File: src/rtl/la_serializer.sv
// rtl/la_serializer.sv - LSB-first parallel-to-serial transmitter with out_first/out_last framing
// Optional even-parity beat after the MSB is enabled by defining LA_SERIALIZER_PARITY_EN.
module la_serializer #(
    parameter int WIDTH = 8,
    parameter     PROP  = "DEFAULT"
) (
    input  logic             clk,
    input  logic             nreset,
    input  logic             in_valid,
    output logic             in_ready,
    input  logic [WIDTH-1:0] in_data,
    output logic             out_valid,
    input  logic             out_ready,
    output logic             out_data,
    output logic             out_first,
    output logic             out_last
);

`ifdef LA_SERIALIZER_PARITY_EN
    localparam int FRAME = WIDTH + 1;
`else
    localparam int FRAME = WIDTH;
`endif
    localparam int            CW       = $clog2(WIDTH + 2);
    localparam logic [CW-1:0] LAST_CNT = CW'(FRAME - 1);

    typedef enum logic {IDLE, SHIFT} state_t;

    state_t           state;
    state_t           state_next;
    logic [WIDTH-1:0] shreg;
    logic [CW-1:0]    cnt;
    logic             beat;
    logic             load;
`ifdef LA_SERIALIZER_PARITY_EN
    logic             par_q;
`endif

    // PROP selects implementation variants elsewhere; the behavioural model ignores it.
    logic unused_prop;
    assign unused_prop = |PROP;

    always_comb begin
        state_next = state;
        in_ready   = 1'b0;
        out_valid  = 1'b0;
        out_data   = 1'b0;
        out_first  = 1'b0;
        out_last   = 1'b0;
        if (state == SHIFT) begin
            out_valid = 1'b1;
            out_data  = shreg[0];
`ifdef LA_SERIALIZER_PARITY_EN
            if (cnt == CW'(WIDTH)) begin
                out_data = par_q;
            end
`endif
            out_first = (cnt == '0);
            out_last  = (cnt == LAST_CNT);
            // Accepting the last bit frees the slot, so a waiting word loads with no bubble.
            in_ready  = out_ready & out_last;
            if (out_ready && out_last && !in_valid) begin
                state_next = IDLE;
            end
        end else begin
            in_ready = 1'b1;
            if (in_valid) begin
                state_next = SHIFT;
            end
        end
        if (!nreset) begin
            in_ready  = 1'b0;
            out_valid = 1'b0;
            out_data  = 1'b0;
            out_first = 1'b0;
            out_last  = 1'b0;
        end
    end

    assign beat = out_valid & out_ready;
    assign load = in_valid & in_ready;

    always_ff @(posedge clk) begin
        if (!nreset) begin
            state <= IDLE;
            shreg <= '0;
            cnt   <= '0;
`ifdef LA_SERIALIZER_PARITY_EN
            par_q <= 1'b0;
`endif
        end else begin
            state <= state_next;
            if (load) begin
                shreg <= in_data;
                cnt   <= '0;
`ifdef LA_SERIALIZER_PARITY_EN
                par_q <= ^in_data;
`endif
            end else if (beat) begin
                shreg <= {1'b0, shreg[WIDTH-1:1]};
                cnt   <= out_last ? '0 : cnt + 1'b1;
            end
        end
    end

endmodule
File: config.mk
export PLATFORM = sky130hd
export DESIGN_NAME = la_serializer
export DESIGN_NICKNAME = d
export VERILOG_FILES = /design/src/rtl/la_serializer.sv
export SDC_FILE = /design/constraint.sdc
export NUM_CORES = 1
export LEC_CHECK = 0
export ABC_AREA = 0
export CAP_MARGIN = 10
export CORE_MARGIN = 8
export CORE_UTILIZATION = 30
export CTS_CLUSTER_DIAMETER = 80
export CTS_CLUSTER_SIZE = 16
export DETAILED_ROUTE_END_ITERATION = 10
export GPL_TIMING_DRIVEN = 0
export PLACE_DENSITY = 0.59
export SLEW_MARGIN = 10
export SYNTH_ARGS = -nofsm -noshare
export SYNTH_HDL_FRONTEND = slang
export SYNTH_SLANG_ARGS = --single-unit
File: constraint.sdc
create_clock -name clk -period 1.9 [get_ports clk]
set_clock_uncertainty 0.15 [all_clocks]
set_input_delay 0.38 -clock clk [delete_from_list [all_inputs] [get_ports clk]]
set_output_delay 0.38 -clock clk [all_outputs]
set_load 0.05 [all_outputs]
==> impl_metrics.json <==
{
  "die_y_um": 64.3,
  "drive_gt1_share_pct": 22.2,
  "clock_latency_ps": 270,
  "yosysTopAreaCell": "dfxtp_1",
  "hold_viol": 0,
  "syn_avg_cell_area_um2": 8.98,
  "grt_max_degree": 11,
  "die_x_um": 64.3,
  "critPathLaunchType": "register",
  "final_cells": 127,
  "grt_pass1_wl_um": 2640,
  "drt_iter0_markers": 8,
  "synth_top_area_share_pct": 37.1,
  "synthCells": 78,
  "finalCriticalPeriod_ps": 1940,
  "synth_nets": 92,
  "sw_frac_of_total_pct": 27.0,
  "max_slew_margin_pct": 51.4,
  "holdBufCountCts": 0,
  "gr-usage-all-layers_pct": 7.88,
  "fin_total_pwr_mw": 0.577,
  "use_met3_pct": 3.66,
  "yosysUniqueCellTypes": 25,
  "dp.cells": 122,
  "vias_per_cell": 5.06,
  "p_leak_nw": 0.404,
  "ys_ff_latch": 13,
  "drc": 0,
  "drtPass1Iterations": 4,
  "place_ws_ps": -1020,
  "power_density_mw_per_mm2": 597,
  "intPower_mw": 0.421,
  "drt-wirelength-per-cell_um": 12.5,
  "max_cap_viol_count": 0,
  "areaGrowthSynthToFinish_pct": 38.0,
  "worst_slack_ps": -35.1,
  "setup_violations": 1,
  "wl_um": 1590,
  "min_path_type": "register to register",
  "grt-ovfl-total": 0,
  "fin_util_pct": 43.7,
  "clk_pin_slew_worst_paths_ps": 80,
  "final_max_slew_viol_count": 0,
  "synthTopCellsByArea": "dfxtp_1, mux2i_1, a211oi_1",
  "initial_utilization_pct": 31.7,
  "gp_congestion": 0.736,
  "io_pins": 17,
  "hold_ws_ps": 352,
  "final_cell_mix": "dfxtp_1, mux2i_1, clkdlybuf4s50_1",
  "cp-end-kind": "output pin",
  "power_frac_seq_pct": 51.2,
  "antenna_found_initial": 0,
  "gr-max-usage-layer": "met2",
  "place_area_um2": 906,
  "synth_seq_area_share_pct": 37.1,
  "cp_slowest_cell": "dfxtp_4",
  "cts_root_buffer": "clkbuf_4",
  "use_met1_pct": 8.08,
  "cp_cell_sequence": "ha_4 -> nand4b_1 -> clkbuf_8 -> a21oi_2 -> buf_6",
  "fin_tns_setup_ps": -35.1,
  "cts_made_buffers": 3,
  "numPortBuffers": 16,
  "ant_nets": 0,
  "final.period_utilization_pct": 102,
  "max_freq_mhz": 517,
  "dieArea_mm2": 0.00414,
  "place_hpwl_um": 1150,
  "required_ps": 1370,
  "final_cell_area_um2": 967,
  "final_nets": 114,
  "cpPeakStageDelay_ps": 370,
  "critPathBufInv": 2,
  "cp_data_arrival_time_ps": 1410,
  "violations": "negative setup slack",
  "final_common_cell": "dfxtp_1",
  "cp_top_family": "flip-flops",
  "cp_max_fo": 4,
  "ys.warnings.count": 0,
  "num_vias": 642,
  "crit_type": "register to output pin",
  "rsz0062_at_grt": "yes",
  "ir_drop_mv": 0.225,
  "diodes": 0,
  "synth_area_um2": 701,
  "p_sw_mw": 0.156,
  "use_met2_pct": 12.8,
  "outcome": "finished, violations left",
  "fp.coreArea_mm2": 0.00221,
  "cts_htree_levels": 1,
  "clockBufferDepth": 2,
  "grt_pass1_vias": 623,
  "tightest_slew_ps": 722,
  "comb_power_share_pct": 19.3,
  "cts_tree": "yes",
  "cts_sinks": 13,
  "clockPowerShare_pct": 29.5,
  "rows": 17
}
==> layout make-up <==
cell class / instances / area (um2)
inverters: 4 / 15.0
multi-input cells: 57 / 432
well taps: 28 / 35.0
plain buffers: 4 / 31.3
flip-flops and latches: 13 / 269
clock buffers: 4 / 26.3
repair buffers: 17 / 159
fillers: 248 / 1240
==> registers in the layout, indices dropped and copies added (netlist names) <==
signal  count
cnt         4
shreg       8
state       1
==> power by group through the flow <==
stage / Sequential (mW) / Clock, mW / Combinational, mW
6_report: 0.296 / 0.170 / 0.111
5_1_grt: 0.298 / 0.185 / 0.121
4_1_cts: 0.295 / 0.179 / 0.112
3_5_place_dp: 0.304 / 0 / 0.111
3_3_place_gp: 0.303 / 0 / 0.111
2_1_floorplan: 0.301 / 0 / 0.0672
==> final timing paths <==
kind / startpoint / cells past startpoint / end / slack [ps]
setup / recovery: cnt[0] / 5 / in_ready / -40
hold / removal: shreg[7] / 2 / shreg[7] / 350
setup reg to reg: cnt[0] / 4 / shreg[7] / 130
hold reg to reg: shreg[7] / 2 / shreg[7] / 350
==> logic make-up (layout without fill, tap and decap cells) <==
logic type,count (synthesis),in the layout,share of synthesized area (%)
AND/OR/NAND/NOR,24,24,20.7
AO/OA/AOI/OAI,21,21,20.0
flip-flops,13,13,37.1
multiplexers,9,9,12.9
buffers and inverters,8,29,4.46
adder cells (fa/ha/maj),2,2,3.57
XOR/XNOR,1,1,1.25
==> tightest hold or removal path: cells and delay by family, from the launching register on <==
family,cells,cell delay (ps)
and+or+nand+nor,1,60
muxes,1,70
DFF,1,320
==> cells in the mapped netlist <==
library cell and number:
o21ai_0 1, nand4_1 1, nand3_2 1, or4_1 1, nor3_1 2, nor4b_1 1, a21bo_2 1, nand3_1 2
a211oi_1 8, xor2_1 1, a21oi_1 9, a21boi_0 1, a211oi_2 1, clkbuf_1 3, nand4b_1 1, ha_1 2
mux2i_1 9, and3_1 1, nand3b_1 2, dfxtp_1 13, nor2_1 2, nand2b_1 7, buf_2 1, inv_1 4
nand2_1 3
==> per-layer routing <==
layer  wire (um)  part of all wire, %  vias up
met5           0                    0        -
met4          30                  1.9        0
met3         114                  7.2        3
met2         767                   48       16
met1         679                   43      297
li1            -                    -      326
==> timing repair <==
action / in CTS / in global routing
buffers inserted: 1 / 0
pin swaps: 1 / 0
setup endpoints to repair: 6 / 3
resized for setup: 43 / 1
Note: power is estimated with default switching activity, not from simulation.
